--- src/rtl/renkon_conv_seq.sv ---
// ---------------------------------------------------------------------------
// renkon_conv_seq
//
// Convolution-layer sequencer. On a start request it latches the layer
// configuration and walks the loop nest (output-channel group, output row,
// output column, input channel, kernel row, kernel column). It issues one
// image/weight read per cycle to an NCORE-wide conv datapath.
//
// Ports
//   clk          clock
//   xrst         synchronous active-high reset
//   req          start pulse, sampled only while idle
//   stall        downstream not ready; freezes the sequence
//   in_offset    image base address
//   net_offset   weight base address
//   total_in     input channel count
//   total_out    output channel count
//   img_size     input image side length
//   conv_size    kernel side length
//   stride       convolution stride
//   ack          idle and ready for req
//   done         one-cycle pulse at end of layer (also after a config error)
//   err          configuration error, held until the next accepted req
//   rd_valid     img_addr/net_addr carry a read this cycle
//   img_addr     image read address
//   net_addr     weight read address
//   first_input  first product of an output pixel
//   last_input   last product of an output pixel
//   core_mask    bit c set when core c is active in the current group
//   fea_size     output feature side length, latched during setup
// ---------------------------------------------------------------------------
module renkon_conv_seq #(
   parameter int NCORE   = 8,
   parameter int LWIDTH  = 12,
   parameter int IMGSIZE = 16,
   parameter int NETSIZE = 14
) (
   input  logic               clk,
   input  logic               xrst,
   input  logic               req,
   input  logic               stall,
   input  logic [IMGSIZE-1:0] in_offset,
   input  logic [NETSIZE-1:0] net_offset,
   input  logic [LWIDTH-1:0]  total_in,
   input  logic [LWIDTH-1:0]  total_out,
   input  logic [LWIDTH-1:0]  img_size,
   input  logic [LWIDTH-1:0]  conv_size,
   input  logic [LWIDTH-1:0]  stride,
   output logic               ack,
   output logic               done,
   output logic               err,
   output logic               rd_valid,
   output logic [IMGSIZE-1:0] img_addr,
   output logic [NETSIZE-1:0] net_addr,
   output logic               first_input,
   output logic               last_input,
   output logic [NCORE-1:0]   core_mask,
   output logic [LWIDTH-1:0]  fea_size
);

   typedef enum logic [1:0] {IDLE, SETUP, RUN, DONE} state_t;

   localparam logic [LWIDTH-1:0] ONE = LWIDTH'(1);

   state_t state, state_next;

   // latched layer configuration
   logic [IMGSIZE-1:0] in_off_r;
   logic [NETSIZE-1:0] net_off_r;
   logic [LWIDTH-1:0]  tin_r, tout_r, img_r, conv_r, stride_r;
   logic [LWIDTH-1:0]  ngrp_r;

   // loop counters
   logic [LWIDTH-1:0]  g, oy, ox, ic, ky, kx;

   // running address terms; each holds its counter times the matching step
   logic [IMGSIZE-1:0] row_off, col_off, ch_off, ky_off;
   logic [NETSIZE-1:0] grp_w, ch_w, ky_w;
   logic [31:0]        g_chan;

   // per-layer address steps, computed once in setup
   logic [IMGSIZE-1:0] img_sq, stride_img, stride_i, img_n;
   logic [NETSIZE-1:0] conv_sq, tin_csq, conv_n;

   // set once the final beat has been registered; gives the drain cycle
   logic               run_end;

   logic               cfg_err;
   logic [LWIDTH-1:0]  stride_safe;
   logic [LWIDTH-1:0]  fea_calc;
   logic [LWIDTH-1:0]  ngrp_calc;
   logic               kx_last, ky_last, ic_last, ox_last, oy_last, g_last;
   logic               all_last;
   logic               beat;
   logic [NCORE-1:0]   mask_calc;

   // Configuration checks and derived sizes from the latched fields.
   // The divisor is forced non-zero so an illegal stride never reaches the
   // divider; the result is only used when cfg_err is clear.
   always_comb begin
      cfg_err     = (tin_r == '0) || (tout_r == '0) || (stride_r == '0) ||
                    (conv_r == '0) || (conv_r > img_r);
      stride_safe = (stride_r == '0) ? ONE : stride_r;
      fea_calc    = (img_r - conv_r) / stride_safe + ONE;
      ngrp_calc   = LWIDTH'((32'(tout_r) + 32'(NCORE) - 32'd1) / 32'(NCORE));
   end

   // Wrap conditions for each loop level and the beat-issue condition.
   always_comb begin
      kx_last  = (kx == conv_r - ONE);
      ky_last  = (ky == conv_r - ONE);
      ic_last  = (ic == tin_r - ONE);
      ox_last  = (ox == fea_size - ONE);
      oy_last  = (oy == fea_size - ONE);
      g_last   = (g == ngrp_r - ONE);
      all_last = kx_last && ky_last && ic_last && ox_last && oy_last && g_last;
      beat     = (state == RUN) && !stall && !run_end;
   end

   // Core enable mask for the current group: a core is active while its
   // output channel index is still below total_out.
   always_comb begin
      mask_calc = '0;
      for (int c = 0; c < NCORE; c++) begin
         mask_calc[c] = ((g_chan + 32'(c)) < 32'(tout_r));
      end
   end

   // FSM state register.
   always_ff @(posedge clk) begin
      if (xrst) state <= IDLE;
      else      state <= state_next;
   end

   // FSM next-state logic. RUN lingers for one drain cycle after the last
   // beat so that done follows the final read instead of overlapping it.
   always_comb begin
      state_next = state;
      case (state)
         IDLE:    if (req) state_next = SETUP;
         SETUP:   state_next = cfg_err ? DONE : RUN;
         RUN:     if (run_end) state_next = DONE;
         DONE:    state_next = IDLE;
         default: state_next = IDLE;
      endcase
   end

   // FSM outputs.
   always_comb begin
      ack  = (state == IDLE);
      done = (state == DONE);
   end

   // Datapath: config latch, setup products, loop counters with ripple
   // carry, and the registered read outputs. On a stalled cycle nothing
   // but rd_valid changes, so addresses and flags hold their last beat.
   always_ff @(posedge clk) begin
      if (xrst) begin
         err         <= 1'b0;
         rd_valid    <= 1'b0;
         img_addr    <= '0;
         net_addr    <= '0;
         first_input <= 1'b0;
         last_input  <= 1'b0;
         core_mask   <= '0;
         fea_size    <= '0;
         in_off_r    <= '0;
         net_off_r   <= '0;
         tin_r       <= '0;
         tout_r      <= '0;
         img_r       <= '0;
         conv_r      <= '0;
         stride_r    <= '0;
         ngrp_r      <= '0;
         g           <= '0;
         oy          <= '0;
         ox          <= '0;
         ic          <= '0;
         ky          <= '0;
         kx          <= '0;
         row_off     <= '0;
         col_off     <= '0;
         ch_off      <= '0;
         ky_off      <= '0;
         grp_w       <= '0;
         ch_w        <= '0;
         ky_w        <= '0;
         g_chan      <= '0;
         img_sq      <= '0;
         stride_img  <= '0;
         stride_i    <= '0;
         img_n       <= '0;
         conv_sq     <= '0;
         tin_csq     <= '0;
         conv_n      <= '0;
         run_end     <= 1'b0;
      end else begin
         rd_valid <= 1'b0;
         case (state)
            IDLE: begin
               if (req) begin
                  in_off_r  <= in_offset;
                  net_off_r <= net_offset;
                  tin_r     <= total_in;
                  tout_r    <= total_out;
                  img_r     <= img_size;
                  conv_r    <= conv_size;
                  stride_r  <= stride;
                  err       <= 1'b0;
               end
            end

            SETUP: begin
               run_end <= 1'b0;
               g       <= '0;
               oy      <= '0;
               ox      <= '0;
               ic      <= '0;
               ky      <= '0;
               kx      <= '0;
               row_off <= '0;
               col_off <= '0;
               ch_off  <= '0;
               ky_off  <= '0;
               grp_w   <= '0;
               ch_w    <= '0;
               ky_w    <= '0;
               g_chan  <= '0;
               if (cfg_err) begin
                  err      <= 1'b1;
                  fea_size <= '0;
               end else begin
                  fea_size   <= fea_calc;
                  ngrp_r     <= ngrp_calc;
                  img_sq     <= IMGSIZE'(32'(img_r) * 32'(img_r));
                  stride_img <= IMGSIZE'(32'(stride_r) * 32'(img_r));
                  stride_i   <= IMGSIZE'(stride_r);
                  img_n      <= IMGSIZE'(img_r);
                  conv_sq    <= NETSIZE'(32'(conv_r) * 32'(conv_r));
                  tin_csq    <= NETSIZE'(32'(tin_r) * 32'(conv_r) * 32'(conv_r));
                  conv_n     <= NETSIZE'(conv_r);
               end
            end

            RUN: begin
               if (beat) begin
                  rd_valid    <= 1'b1;
                  img_addr    <= in_off_r + row_off + col_off + ch_off + ky_off
                                 + IMGSIZE'(kx);
                  net_addr    <= net_off_r + grp_w + ch_w + ky_w + NETSIZE'(kx);
                  first_input <= (ic == '0) && (ky == '0) && (kx == '0);
                  last_input  <= ic_last && ky_last && kx_last;
                  core_mask   <= mask_calc;

                  if (all_last) run_end <= 1'b1;

                  if (!kx_last) begin
                     kx <= kx + ONE;
                  end else begin
                     kx <= '0;
                     if (!ky_last) begin
                        ky     <= ky + ONE;
                        ky_off <= ky_off + img_n;
                        ky_w   <= ky_w + conv_n;
                     end else begin
                        ky     <= '0;
                        ky_off <= '0;
                        ky_w   <= '0;
                        if (!ic_last) begin
                           ic     <= ic + ONE;
                           ch_off <= ch_off + img_sq;
                           ch_w   <= ch_w + conv_sq;
                        end else begin
                           ic     <= '0;
                           ch_off <= '0;
                           ch_w   <= '0;
                           if (!ox_last) begin
                              ox      <= ox + ONE;
                              col_off <= col_off + stride_i;
                           end else begin
                              ox      <= '0;
                              col_off <= '0;
                              if (!oy_last) begin
                                 oy      <= oy + ONE;
                                 row_off <= row_off + stride_img;
                              end else begin
                                 oy      <= '0;
                                 row_off <= '0;
                                 if (!g_last) begin
                                    g      <= g + ONE;
                                    grp_w  <= grp_w + tin_csq;
                                    g_chan <= g_chan + 32'(NCORE);
                                 end
                              end
                           end
                        end
                     end
                  end
               end
            end

            default: ;
         endcase
      end
   end

endmodule

--- config.mk ---
export PLATFORM = sky130hd
export DESIGN_NAME = renkon_conv_seq
export DESIGN_NICKNAME = d
export VERILOG_FILES = /design/src/rtl/renkon_conv_seq.sv
export SDC_FILE = /design/constraint.sdc
export NUM_CORES = 2
export LEC_CHECK = 0
export ABC_AREA = 1
export CAP_MARGIN = 20
export CORE_MARGIN = 8
export CORE_UTILIZATION = 55
export CTS_BUF_LIST = sky130_fd_sc_hd__clkbuf_4
export CTS_CLUSTER_DIAMETER = 150
export DETAILED_ROUTE_END_ITERATION = 12
export PLACE_DENSITY = 0.72
export SYNTH_ARGS = -nofsm -noshare
export SYNTH_HDL_FRONTEND = slang
export SYNTH_SLANG_ARGS = --single-unit
--- constraint.sdc ---
create_clock -name clk -period 19.5 [get_ports clk]
set_input_delay 5.85 -clock clk [delete_from_list [all_inputs] [get_ports clk]]
set_output_delay 5.85 -clock clk [all_outputs]
set_load 0.005 [all_outputs]
# After elaboration in Yosys (flattened, before gate mapping)
# Cells that the tools add are included.
# op_classes
n_div	1
n_eq_ne	20
n_lt_le_gt_ge	9
multipliers	5
addsub	38
reduce_logical	40
bitwise_logic	2
mux	93
# ops
operator	n
$mux W12	29
$mux W16	18
$lt A32 B12 Y1	8
$mux W32	7
$mux W14	14
$pmux W12 S2	6
$add A32 B3 Y32 const B	4
$pmux W16 S2	4
$add A16 B16 Y16	6
$add A12 B1 Y12 const B	7
$logic_not A12 Y1	7
$pmux W14 S2	3
$eq A12 B12 Y1	6
$add A14 B14 Y14	5
$add A32 B2 Y32 const B	2
$pmux W32 S2	1
$add A16 B12 Y16	3
$sub A12 B1 Y12 const B	4
$add A32 B1 Y32 const B	1
$add A32 B4 Y32 const B	1
$mul A12 B12 Y16	2
$add A14 B12 Y14	2
$mul A12 B12 Y24	1
$mul A24 B12 Y14	1
26 further kinds	66
# word_totals
out_inout_bits	56
regBits	465
input_bits	94
word_cells	247

# Logic depth before layout (Yosys ltp)
# depth
word_depth	10
depth_mapped	168

# Worst setup path after synthesis
# Ideal clock, no wire load.
# synth_path
path_kind	register to register
start	register stride_r[10]
end	register fea_size[10]
arrival_ps	18388
stages_incl_launch_ff	154
setup_time_ps	70
setup_slack_ps	1042
required_ps	19430
path_cell_list	dfxtp_1 > clkbuf_1 > nor2_1 > nand3_1 > nor2_1 > inv_1 > nor2_1 > inv_1 > nor4_1 > nor2_1 > ha_1 > nor2_1 > nor2_1 > nand2_1 > or2_2 > nand2_1 > ha_1 > nand2_1 > [118 not listed] > a21oi_1 > o21ai_0 > nand2_1 > nand2_1 > a21oi_1 > and2_1 > inv_1 > ha_1 > nand3_1 > nor2_1 > nand2_1 > nor2_1 > nand2_1 > a21oi_1 > nor2_1 > nor2_1 > o21ai_0 > a21oi_1
# synth_via
elab_chain_cells	5
elab_cells_between_ends	8
cone_classes	add/sub (1); div (1); mux (2); reduce/logical (4)
# synth_lines
item	line_no	rtl
from (decl)	70	logic [LWIDTH-1:0] tin_r, tout_r, img_r, conv_r, stride_r;
from (signal assigned)	208	stride_r <= stride;
$logic_not A12 Y1	101, 103	
$mux W12 or $logic_or A1 B1 Y1 (tied branches)	103, 101	
$div A12 B12 Y12 or $logic_or A1 B1 Y1 (tied branches)	104, 101	
$add A12 B1 Y12 or $logic_or A1 B1 Y1 (tied branches)	104, 102	
$mux W12 (*)	229	if (cfg_err) begin
to (signal assigned)	233	fea_size <= fea_calc;
to (decl)	58	output logic [LWIDTH-1:0] fea_size
# Every way passes the cells marked *; elsewhere a longest branch is shown, timed or not.
# A chain may end at the register's enable or synchronous reset.

# Worst setup path in the final report
# layout_path
start	register conv_r[4]
end	register fea_size[10]
# layout_via
elab_chain_cells	4
elab_cells_between_ends	8
cone_classes	add/sub (2); div (1); order compare (1); mux (1); reduce/logical (3)
# layout_lines
item	line_no	rtl
from (decl)	70	
from (signal assigned)	207	conv_r <= conv_size;
$sub A12 B12 Y12 or $logic_not A12 Y1 (tied branches)	104, 102	
$div A12 B12 Y12 or $logic_or A1 B1 Y1 (tied branches)	104, 101	
$add A12 B1 Y12 or $logic_or A1 B1 Y1 (tied branches)	104, 102	
$mux W12 (*)	229	
# Marks and branches as above.

==> reports/metrics.cfg <==
[route]
drt-total-wl_um = 130000
routed-via-count = 40600
first_pass_iters = 5
wl_per_cell_um = 17.2
drcViolationCount = 0
vias_per_cell = 5.40
drtAntennaViolNets = 0
drt_iter0_markers = 2867

[clocking]
cts_tree = built
path_clk_slew_ps = 70
clock_latency_ps = 1000
cts.sinks = 456
numCtsBuffers = 134
clk_path_buf_depth = 3
cts_root_buffer = clkbuf_4
htreeDepth = 4

[global_routing]
grt_overflow_total = 0
grt_util_all_layers = 0.276
grt_pass1_vias = 40100
grt_pass1_wl_um = 209000
grt_max_degree = 185
antenna_found_initial = 1

[floorplan]
core_area_um2 = 82100
start_util = 0.556
rows = 105
ios = 150
die_area_um2 = 92400
die_w_um = 304
fp.dieH_um = 304

[setup_path]
criticalPathCategory = flop to flop
crit_arrival_ps = 18800
reg2reg_slack_ps = 1550
cpMostUsedCell = nand2_1
cp-start-kind = flop
rr_endpoint = fea_size[10]$_SDFFE_PP0P_
critical_path.max_fanout = 11
rr_startpoint = conv_r[4]$_SDFFE_PP0P_
required_ps = 20350
crit_path_top_delay_cell = ha_4
critPathCaptureType = flop
slowest_delay_ps = 340
reg2reg_depth = 151

[sta]
finalClockSkew_ps = 75.6
hold_violations = 0
tns_ps = 0
fin_crit_ps = 17950
setup_violations = 0
relSlewSlack = 0.235
period_share = 0.920
tightest_slew_ps = 1150
drv_slew = 0
maxClockFrequency_mhz = 55.7

[synth]
synth-seq-cells = 456
ys_seq_area_frac = 0.200
synthArstFlopShare = 0
synth_edf_count = 0
syn_avg_cell_area_um2 = 7.33
syn-num-nets = 7139
synth_cell_types = 61
synth_area_um2 = 45600
synth_ff_type = dfxtp_1
synthCells = 6222
synth_warnings = 0

[min_path]
hold_path_class = flop to flop
hold_start = run_end$_SDFFE_PP0P_
whs_endpoint = run_end$_SDFFE_PP0P_
min_path_cells = 2

[run]
cap_violations = 0

[cells_and_area]
fin_util = 0.613
nNetsFinal = 7270
drive_gt1_frac = 0.0741
synthToLayoutAreaGrowth_pct = 10.4

[placed_design]
gp_congestion = 0.931
dp_hpwl_um = 97800
portBuffers = 149

[run_status]
status = completed

how the worst max path moves through the flow:
stage	start	endpoint	slack, ps	cells past startpoint
floorplan	stride_r[10]$_SDFFE_PP0P_	fea_size[10]$_SDFFE_PP0P_	1040	153
global placement	stride_r[11]$_SDFFE_PP0P_	fea_size[10]$_SDFFE_PP0P_	520	154
detailed placement	stride_r[11]$_SDFFE_PP0P_	fea_size[10]$_SDFFE_PP0P_	10	154
CTS	stride_r[11]$_SDFFE_PP0P_	fea_size[10]$_SDFFE_PP0P_	20	154
global route	conv_r[8]$_SDFFE_PP0P_	fea_size[10]$_SDFFE_PP0P_	-270	155
finish	conv_r[4]$_SDFFE_PP0P_	fea_size[10]$_SDFFE_PP0P_	1550	151
cell usage after synthesis (52+ instances only):
| cell | number | share of area |
|---|---|---|
| dfxtp_1 | 456 | 0.20 |
| a21oi_1 | 470 | 0.052 |
| nor2_1 | 456 | 0.038 |
| clkbuf_1 | 187 | 0.015 |
| inv_1 | 1094 | 0.090 |
| xnor2_1 | 126 | 0.024 |
| o21ai_0 | 384 | 0.042 |
| nor3_1 | 77 | 0.0084 |
| nand4_1 | 52 | 0.0071 |
| ha_1 | 424 | 0.12 |
| nand2_1 | 1214 | 0.10 |
| xor2_1 | 222 | 0.043 |
| fa_1 | 399 | 0.18 |
| nand3_1 | 272 | 0.030 |
registers in the layout (all words and copies together) (netlist names), 13 cells and up:
name	cells
net_off_r	14
in_off_r	16
tin_csq	14
img_addr	16
ky_w	14
g_chan	29
ch_off	16
net_addr	14
conv_sq	13
ky_off	16
row_off	16
col_off	16
img_sq	15
ch_w	14
grp_w	14
stride_img	16
cell usage in the layout, fill, tap and decap left out, drive strengths merged, types with 98 or more instances in the layout:
cell type	instances
nand2	1222
inv	1100
nor2	472
a21oi	470
dfxtp	456
ha	424
o21ai	407
fa	399
nand3	272
xor2	224
clkbuf	197
clkdlybuf4s50	148
xnor2	126
buf	98
worst max-delay path, delay by kind of cell, from the launching register on:
kind	cells	cell delay [ps]
buffers and inverters	25	2530
xor gates and xnor gates	1	150
adders and majority gates	14	3960
and+or+nand+nor	85	7500
AOI/OAI and AO/OA	26	3310
DFF	1	330
logic make-up (layout without fill, tap and decap cells):
| kind of cell | count (synthesis) | count (layout) | share of synthesized area |
|---|---|---|---|
| xor+xnor | 351 | 351 | 0.0680 |
| other cells | 0 | 1 | 0 |
| compound gates | 1033 | 1033 | 0.123 |
| flops | 456 | 456 | 0.200 |
| simple gates | 2201 | 2201 | 0.203 |
| fa+ha+maj | 823 | 823 | 0.291 |
| buf+inv | 1358 | 1587 | 0.114 |
layer usage:
metal | wire length, um | vias up | GRT usage | part of all wire
met4 | 3910 | 0 | 0.0859 | 0.030
met1 | 55700 | 19200 | 0.358 | 0.43
met3 | 8910 | 248 | 0.0488 | 0.069
li1 | - | 20000 | - | -
met2 | 61000 | 1204 | 0.465 | 0.47
met5 | 0 | - | 0 | 0
final cells by class:
cell class,instances,area [um^2]
clock buffers,197,1480
clock inverters,37,294
repair inverters,2,15.0
flip-flops and latches,456,9140
well taps,1070,1340
diodes,1,2.50
repair buffers,246,2230
inverters,1105,4170
multi-input cells,4408,31700
fillers,7509,31800
metrics by stage:
stage | cells | cell area (um^2) | hold WS, ps | setup WS, ps
2_1_floorplan | 6222 | 45600 | 431 | 1040
3_3_place_gp | 7263 | 48000 | 441 | 522
3_5_place_dp | 7263 | 48000 | 450 | 14.6
4_1_cts | 7497 | 49800 | 459 | 21.5
5_1_grt | 7522 | 50400 | 483 | -269
6_report | 7522 | 50400 | 461 | 1550
timing repair:
action | 4_1_cts | 5_1_grt
endpoints found under the setup margin | 1 | 12
setup buffers | 0 | 20
cloned | 0 | 4
pin swaps | 0 | 20
gates resized for setup | 1 | 113
hold buffers | 0 | 0
Power is left out: the tool's default activity adds up to more than one toggle a clock period on the data nets, which glitch-free logic cannot reach.
